`src/rtl/control_barrera_if.sv`:
```
// Detector/request/barrier signal bundle for the car-park barrier controller.
// alarma is present only when ALARMA_EN is defined.
interface control_barrera_if #(
  parameter int ANCHO = 5
);
  logic             entrada;
  logic             salida;
  logic             pedido_ent;
  logic             pedido_sal;
  logic             barrera;
  logic             dir;
  logic [ANCHO-1:0] ocupados;
  logic             lleno;
  logic             vacio;
`ifdef ALARMA_EN
  logic             alarma;
`endif

  // master: detector and request side; slave: the controller
  modport master (
    output entrada, salida, pedido_ent, pedido_sal,
`ifdef ALARMA_EN
    input  alarma,
`endif
    input  barrera, dir, ocupados, lleno, vacio
  );

  modport slave (
    input  entrada, salida, pedido_ent, pedido_sal,
`ifdef ALARMA_EN
    output alarma,
`endif
    output barrera, dir, ocupados, lleno, vacio
  );
endinterface

```
`src/rtl/control_barrera.sv`:
```
// Occupancy counter and single-barrier arbiter/sequencer for a one-lane car park.
// Optional sticky tailgating/wrong-way alarm enabled by defining ALARMA_EN.
module control_barrera #(
  parameter int CAPACIDAD = 20,
  parameter int ANCHO     = 5,
  parameter int TIMEOUT   = 1000,
  parameter int CIERRE    = 50
) (
  input logic               clk,
  input logic               reset,
  control_barrera_if.slave  bus
);

  localparam int TW = (TIMEOUT > 1) ? $clog2(TIMEOUT) : 1;
  localparam int CW = (CIERRE > 1) ? $clog2(CIERRE) : 1;
  localparam logic [ANCHO-1:0] CAP     = ANCHO'(CAPACIDAD);
  localparam logic [TW-1:0]    T_ULT   = TW'(TIMEOUT - 1);
  localparam logic [CW-1:0]    C_ULT   = CW'(CIERRE - 1);

  typedef enum logic [1:0] {LIBRE, ABIERTA, CERRANDO} estado_t;

  estado_t          state_q, state_d;
  logic             barrera_q, barrera_d;
  logic             dir_q, dir_d;
  logic [ANCHO-1:0] ocupados_q, ocupados_d;
  logic [TW-1:0]    t_abierta_q, t_abierta_d;
  logic [CW-1:0]    t_cierre_q, t_cierre_d;
  logic             lleno;
  logic             pulso_ok;

  assign lleno    = (ocupados_q == CAP);
  // the pulse that completes the currently granted passage
  assign pulso_ok = dir_q ? bus.salida : bus.entrada;

  always_comb begin
    ocupados_d = ocupados_q;
    if (bus.entrada && !bus.salida && ocupados_q != CAP)
      ocupados_d = ocupados_q + 1'b1;
    else if (bus.salida && !bus.entrada && ocupados_q != '0)
      ocupados_d = ocupados_q - 1'b1;
  end

  always_comb begin
    state_d     = state_q;
    barrera_d   = barrera_q;
    dir_d       = dir_q;
    t_abierta_d = t_abierta_q;
    t_cierre_d  = t_cierre_q;
    case (state_q)
      LIBRE: begin
        barrera_d   = 1'b0;
        t_abierta_d = '0;
        // exit has priority; it also frees a space for a waiting entry
        if (bus.pedido_sal) begin
          dir_d     = 1'b1;
          barrera_d = 1'b1;
          state_d   = ABIERTA;
        end else if (bus.pedido_ent && !lleno) begin
          dir_d     = 1'b0;
          barrera_d = 1'b1;
          state_d   = ABIERTA;
        end
      end
      ABIERTA: begin
        t_abierta_d = t_abierta_q + 1'b1;
        if (pulso_ok || t_abierta_q == T_ULT) begin
          state_d    = CERRANDO;
          barrera_d  = 1'b0;
          t_cierre_d = '0;
        end
      end
      CERRANDO: begin
        barrera_d = 1'b0;
        if (t_cierre_q == C_ULT)
          state_d = LIBRE;
        else
          t_cierre_d = t_cierre_q + 1'b1;
      end
      default: begin
        state_d   = LIBRE;
        barrera_d = 1'b0;
      end
    endcase
  end

  always_ff @(posedge clk) begin
    if (reset) begin
      state_q     <= LIBRE;
      barrera_q   <= 1'b0;
      dir_q       <= 1'b0;
      ocupados_q  <= '0;
      t_abierta_q <= '0;
      t_cierre_q  <= '0;
    end else begin
      state_q     <= state_d;
      barrera_q   <= barrera_d;
      dir_q       <= dir_d;
      ocupados_q  <= ocupados_d;
      t_abierta_q <= t_abierta_d;
      t_cierre_q  <= t_cierre_d;
    end
  end

  assign bus.barrera  = barrera_q;
  assign bus.dir      = dir_q;
  assign bus.ocupados = ocupados_q;
  assign bus.lleno    = lleno;
  assign bus.vacio    = (ocupados_q == '0);

`ifdef ALARMA_EN
  logic alarma_q, alarma_d;
  logic pulso_malo;

  // any pulse that is not the one completing the open grant
  assign pulso_malo = (bus.entrada && !(state_q == ABIERTA && !dir_q)) ||
                      (bus.salida  && !(state_q == ABIERTA &&  dir_q));

  always_comb begin
    alarma_d = alarma_q | pulso_malo;
  end

  always_ff @(posedge clk) begin
    if (reset) alarma_q <= 1'b0;
    else       alarma_q <= alarma_d;
  end

  assign bus.alarma = alarma_q;
`endif

endmodule

```
`src/flat_wrapper.sv`:
```
// flat-port wrapper written by rule: the top's interface ports become plain ports
module control_barrera_flat 
#(
  parameter int CAPACIDAD = 20,
  parameter int ANCHO     = 5,
  parameter int TIMEOUT   = 1000,
  parameter int CIERRE    = 50
)
  (clk, reset, bus_entrada, bus_salida, bus_pedido_ent, bus_pedido_sal, bus_barrera, bus_dir, bus_ocupados, bus_lleno, bus_vacio);
  control_barrera_if #(.ANCHO(ANCHO)) bus_i ();
  input logic clk;
  input logic reset;
  input wire logic [$bits(bus_i.entrada)-1:0] bus_entrada;
  input wire logic [$bits(bus_i.salida)-1:0] bus_salida;
  input wire logic [$bits(bus_i.pedido_ent)-1:0] bus_pedido_ent;
  input wire logic [$bits(bus_i.pedido_sal)-1:0] bus_pedido_sal;
  output wire logic [$bits(bus_i.barrera)-1:0] bus_barrera;
  output wire logic [$bits(bus_i.dir)-1:0] bus_dir;
  output wire logic [$bits(bus_i.ocupados)-1:0] bus_ocupados;
  output wire logic [$bits(bus_i.lleno)-1:0] bus_lleno;
  output wire logic [$bits(bus_i.vacio)-1:0] bus_vacio;
  assign bus_i.entrada = bus_entrada;
  assign bus_i.salida = bus_salida;
  assign bus_i.pedido_ent = bus_pedido_ent;
  assign bus_i.pedido_sal = bus_pedido_sal;
  assign bus_barrera = bus_i.barrera;
  assign bus_dir = bus_i.dir;
  assign bus_ocupados = bus_i.ocupados;
  assign bus_lleno = bus_i.lleno;
  assign bus_vacio = bus_i.vacio;
  control_barrera #(.CAPACIDAD(CAPACIDAD), .ANCHO(ANCHO), .TIMEOUT(TIMEOUT), .CIERRE(CIERRE)) u_core (.clk(clk), .reset(reset), .bus(bus_i));
endmodule
```
`config.mk`:
```
export PLATFORM = sky130hd
export DESIGN_NAME = control_barrera_flat
export DESIGN_NICKNAME = d
export VERILOG_FILES = /design/src/rtl/control_barrera_if.sv /design/src/rtl/control_barrera.sv /design/src/flat_wrapper.sv
export SDC_FILE = /design/constraint.sdc
export NUM_CORES = 1
export LEC_CHECK = 0
export CAP_MARGIN = 40
export CORE_MARGIN = 4
export CORE_UTILIZATION = 56
export CTS_BUF_LIST = sky130_fd_sc_hd__clkbuf_16
export CTS_CLUSTER_DIAMETER = 200
export DETAILED_ROUTE_END_ITERATION = 7
export GPL_TIMING_DRIVEN = 0
export PLACE_DENSITY = 0.78
export RECOVER_POWER = 50
export SLEW_MARGIN = 20
export SYNTH_ARGS = -nofsm -noshare
export SYNTH_HDL_FRONTEND = slang
export SYNTH_SLANG_ARGS = --single-unit
```
`constraint.sdc`:
```
create_clock -name clk -period 2.54 [get_ports clk]
set_input_delay 0.508 -clock clk [delete_from_list [all_inputs] [get_ports clk]]
set_output_delay 0.508 -clock clk [all_outputs]
set_load 0.03 [all_outputs]
```
# Yosys cells after proc, flatten, opt, wreduce, memory -nomap -nowiden
# Cells that the tools add are included.
op_classes:
  n_addsub: 4
  n_eq_ne: 10
  mux: 18
  reduce_logical: 19
op_table:
  columns: ["operator", "count"]
  rows:
  - ["10-bit one-hot mux with 2 select lines", 1]
  - ["6-bit two-way mux", 2]
  - ["6-bit one-hot mux with 2 select lines", 1]
  - ["10-bit by 1-bit adder with 10-bit output, second input constant", 1]
  - ["10-bit == test, second input constant", 1]
  - ["5-bit two-way mux", 2]
  - ["2-bit two-way mux", 4]
  - ["2-bit nonzero test", 4]
  - ["6-bit by 1-bit adder with 6-bit output, second input constant", 1]
  - ["6-bit == test, second input constant", 1]
  - ["1-bit two-way mux", 6]
  - ["2-bit one-hot mux with 3 select lines", 1]
  - ["3-bit AND reduction", 2]
  - ["5-bit by 1-bit adder with 5-bit output, second input constant", 1]
  - ["5-bit == test, second input constant", 1]
  - ["1-bit logical AND", 5]
  - ["5-bit zero test", 1]
  - ["5-bit inequality test, second input constant", 1]
  - ["5-bit nonzero test", 1]
  - ["5-bit by 1-bit subtractor with 5-bit output, second input constant", 1]
  - ["2-bit by 1-bit inequality test with 1-bit output, second input constant", 2]
  - ["1-bit zero test", 3]
  - ["3-bit by 2-bit inequality test with 1-bit output, second input constant", 1]
  - ["2-bit by 1-bit == test with 1-bit output, second input constant", 1]
  - ["other kinds (6)", 6]
totals:
  reg_bits: 25
  out_inout_bits: 9
  elab_cells: 57

# Longest topological paths before layout
depth:
  ltp_word: 6
  depth_mapped: 8
  depth_no_buf: 8

# Least setup slack after synthesis
# OpenSTA, ideal clock, no wires.
synth_timing:
  kind: "register to register"
  start: "reg u_core.ocupados_q[0], in the netlist u_core.bus.ocupados[0]"
  end: "reg u_core.ocupados_q[4], in the netlist u_core.bus.ocupados[4]"
  t_arrival_ns: 2.271
  slack_ns: 0.184
  stages_incl_launch_ff: 9
  path_buffers: 0
  period_less_slack_ns: 2.356
  cell_sequence: "dfxtp_1 -> nor4b_1 -> a21oi_1 -> inv_1 -> fa_1 -> a21oi_1 -> o22ai_1 -> a21o_1 -> a211oi_1"
synth_via:
  elab_chain_cells: 3
synth_rtl:
  columns: ["item", "line", "source"]
  rows:
  - ["start: declaration", "control_barrera.sv:25", "logic [ANCHO-1:0] ocupados_q, ocupados_d;"]
  - ["start signal: assignment", "control_barrera.sv:98", "ocupados_q <= ocupados_d;"]
  - ["5-bit by 1-bit subtractor with 5-bit output (tied with other cells)", "control_barrera.sv:40", "ocupados_d = ocupados_q - 1'b1;"]
  - ["5-bit two-way mux (tied with other cells)", "control_barrera.sv:39", "else if (bus.salida && !bus.entrada && ocupados_q != '0)"]
  - ["5-bit two-way mux / 2-bit nonzero test (equally long branches)", null, null]
# Several ways; a longest one is shown, not always the timed one. The select of a mux whose other input is x is not followed.
# A chain may end at the register's enable or synchronous reset.

# Worst setup path after layout
# Same ends and word-level chain as after synthesis.

==> out/metrics.csv <==
stage,metric,value,unit
status,status,"finished, final reports clean",
die,Ports,15,
die,initial core utilization,61.01,%
synthesis,post-synth cell types,50,
sta,Final Cycle Share,92.55,%
critical_path,critical-path maximum fanout,8,
synthesis,Post-synth top cells,"dfxtp_1 (25), inv_1 (14), nor2_1 (12)",
synthesis,"top cells by area, synth","dfxtp_1 (32%), ha_1 (7.2%), inv_1 (3.4%)",
min_path,Worst Hold Class,flop to flop,
power,Combinational Power Share,44.0,%
critical_path,Worst Path Required,2.71,ns
sta,worst setup margin,0.1891,ns
detailed_routing,"wirelength, routed",3721,um
power,Net Switching,0.0005897,W
sta,Hold Fails Final Rpt,0,
placement,Cells after DPL,224,
global_routing,antenna violations before repair,0,
synthesis,synthesized area per cell,8.703,um^2
clock_tree,CTS root buffer,clkbuf_16,
synthesis,Post-synth ARST share,0,%
clock_tree,clk slew on worst S/H paths,0.06,ns
clock_tree,maximum root-to-sink buffer count,2,
global_routing,vias in the first global route,1463,
power,Peak VDD IR,0.0005794,V
power,Reg power frac,32.8,%
synthesis,Post-Syn Area,1567,um^2
clock_tree,hold buffer count at cts,0,
power,sw frac,38.58,%
placement,RD Place Congestion,0.8936,
synthesis,Post-Syn Nets,196,
placement,pre-CTS setup slack,-0.5828,ns
die,row count,18,
sta,Tmin final,2.351,ns
critical_path,CP startpoint kind,flop,
sta,Final Slew Violations,0,
global_routing,Overflow after GRT,0,
detailed_routing,Iter 0 DRT Violations,112,
final_layout,Final nets,217,
detailed_routing,via count,1476,
die,DIE AREA,3708,um^2
global_routing,first-pass GRT wire length,6486,um
critical_path,CP arrival,2.52,ns
synthesis,synthesized flop and latch total,25,
synthesis,most frequent cell after synthesis,dfxtp_1,
synthesis,register area share after synthesis,31.95,%
clock_tree,clk_lat worst skew,0.26,ns
power,Internal,0.0009388,W
sta,clock skew,0.002363,ns
sta,Peak Freq,425.4,MHz
clock_tree,Num CTS Buffers,3,
die,Die Span X,60.89,um
detailed_routing,WL/cell,16.18,um
critical_path,r2r startpoint,u_core.bus.ocupados[0],
sta,Worst Tran Pin Value,0.7173,ns
final_layout,share of cells above drive strength 1,10.50,%
final_layout,Final Instance Count excl. Fillers,230,
power,Clock Power Share,23.3,%
sta,slew margin rel.,51.75,%
clock_tree,clk sinks,25,
min_path,Worst Hold Launch,u_core.bus.barrera,
job,Max-Cap Viols,0,
die,Die Ht,60.89,um
detailed_routing,drt via density,6.417,
final_layout,Layout area overhead,19.73,%
critical_path,CP startpoint,u_core.bus.ocupados[0],
synthesis,Post-synth EDFFs,0,
global_routing,Total GRT Usage,22.97,%
synthesis,leading area contributor after synthesis,dfxtp_1,
synthesis,Yosys warnings,0,
power,PwrDens,814.9,nW/um^2
clock_tree,htree depth,1,
die,Core Footprint,2567,um^2
placement,PortBufs,14,
detailed_routing,First-pass DRT Iterations,4,
synthesis,Synth top area share,31.95,%
final_layout,ANT cells,0,
placement,Post-DP HPWL,2687,um
critical_path,Worst setup EP type,flop,
detailed_routing,drt drc,0,
critical_path,start-to-end type of the worst setup path,flop to flop,
global_routing,largest net degree at the start of global routing,16,
clock_tree,CTS tree,yes,
power,leak pwr,0.6784,nW
sta,# setup viols final,0,
synthesis,Main synth FF type,dfxtp_1,
detailed_routing,Post-DRT Antenna Nets,0,
synthesis,Synth Instances,180,
-- power by group through the flow --
| stage | Sequential, W | Combinational (W) | Clock [W] |
|---|---|---|---|
| finish | 0.000501 | 0.000672 | 0.000356 |
| global route | 0.000511 | 0.000735 | 0.000385 |
| CTS | 0.000500 | 0.000672 | 0.000363 |
| detailed placement | 0.000504 | 0.000653 | 0 |
| global placement | 0.000499 | 0.000627 | 0 |
| floorplan | 0.000545 | 0.000431 | 0 |
-- worst max-delay path: stages (launching register included) --
cell,delay [ns]
dfxtp_1,0.52
nor4b_4,0.09
buf_4,0.16
a21oi_4,0.20
inv_2,0.12
fa_1,0.43
a21oi_2,0.18
o22ai_1,0.12
a21o_1,0.19
a211oi_1,0.25
-- worst paths after layout --
check / end / slack, ns / cells after the start
setup / recovery: u_core.bus.ocupados[4] / 0.19 / 9
hold / removal: u_core.bus.barrera / 0.48 / 2
setup reg to reg: u_core.bus.ocupados[4] / 0.19 / 9
hold reg to reg: u_core.bus.barrera / 0.48 / 2
-- cells by family after synthesis --
logic type,share of synthesized area [%]
and+or+nand+nor,24.84
muxes,3.355
xor gates and xnor gates,2.796
buffers and inverters,4.553
DFF,31.95
AOI/OAI and AO/OA,24.04
adders and majority gates,8.467
-- layer usage --
layer,vias up,global-route usage (%),share of wire [%]
li1,713,-,-
met4,0,11.46,2.1
met3,10,2.979,5.3
met5,-,0,0
met1,698,31.57,46
met2,55,35.27,47
-- per-stage QoR --
step	total power, W	hold slack [ns]	cell area, um^2	util, %	TNS (ns)
floorplan	0.0009765	0.4656	1567	-	0
global route	0.001631	0.5267	1876	73.05	-0.002393
global placement	0.001126	0.4589	1744	67.93	-0.9023
CTS	0.001535	0.4851	1857	72.32	-0.01009
finish	0.001528	0.4772	1876	73.05	0
detailed placement	0.001157	0.4759	1744	67.93	-1.144
-- state kept, by name (all words and copies together), names as in the netlist --
register and flops:
u_core.t_abierta_q 10, u_core.t_cierre_q 6, u_core.bus.ocupados 5, u_core.state_q 2, u_core.bus.barrera 1, u_core.bus.dir 1
-- layout by cell type, fill, tap and decap left out, types with 7 or more instances in the layout --
master	count
or3_1	7
nand3_1	8
dfxtp_1	25
nor2_1	12
inv_1	13
a21oi_1	8
ha_1	9
nand2_1	9
-- layout make-up --
| type | count | area (um^2) |
|---|---|---|
| fillers | 216 | 691.9 |
| inverters | 14 | 52.55 |
| clock buffers | 3 | 75.07 |
| well taps | 30 | 37.54 |
| repair buffers | 16 | 162.7 |
| clock inverters | 1 | 7.507 |
| flip-flops and latches | 25 | 500.5 |
| multi-input cells | 136 | 1021 |
| plain buffers | 5 | 18.77 |
-- timing repair --
item | CTS | global route
endpoints found under the hold margin | 0 | 0
setup endpoints to repair | 3 | 3
gates resized for setup | 6 | 4
setup buffers | 0 | 2
pin swaps | 0 | 1
Power figures use the tool's default switching activity.
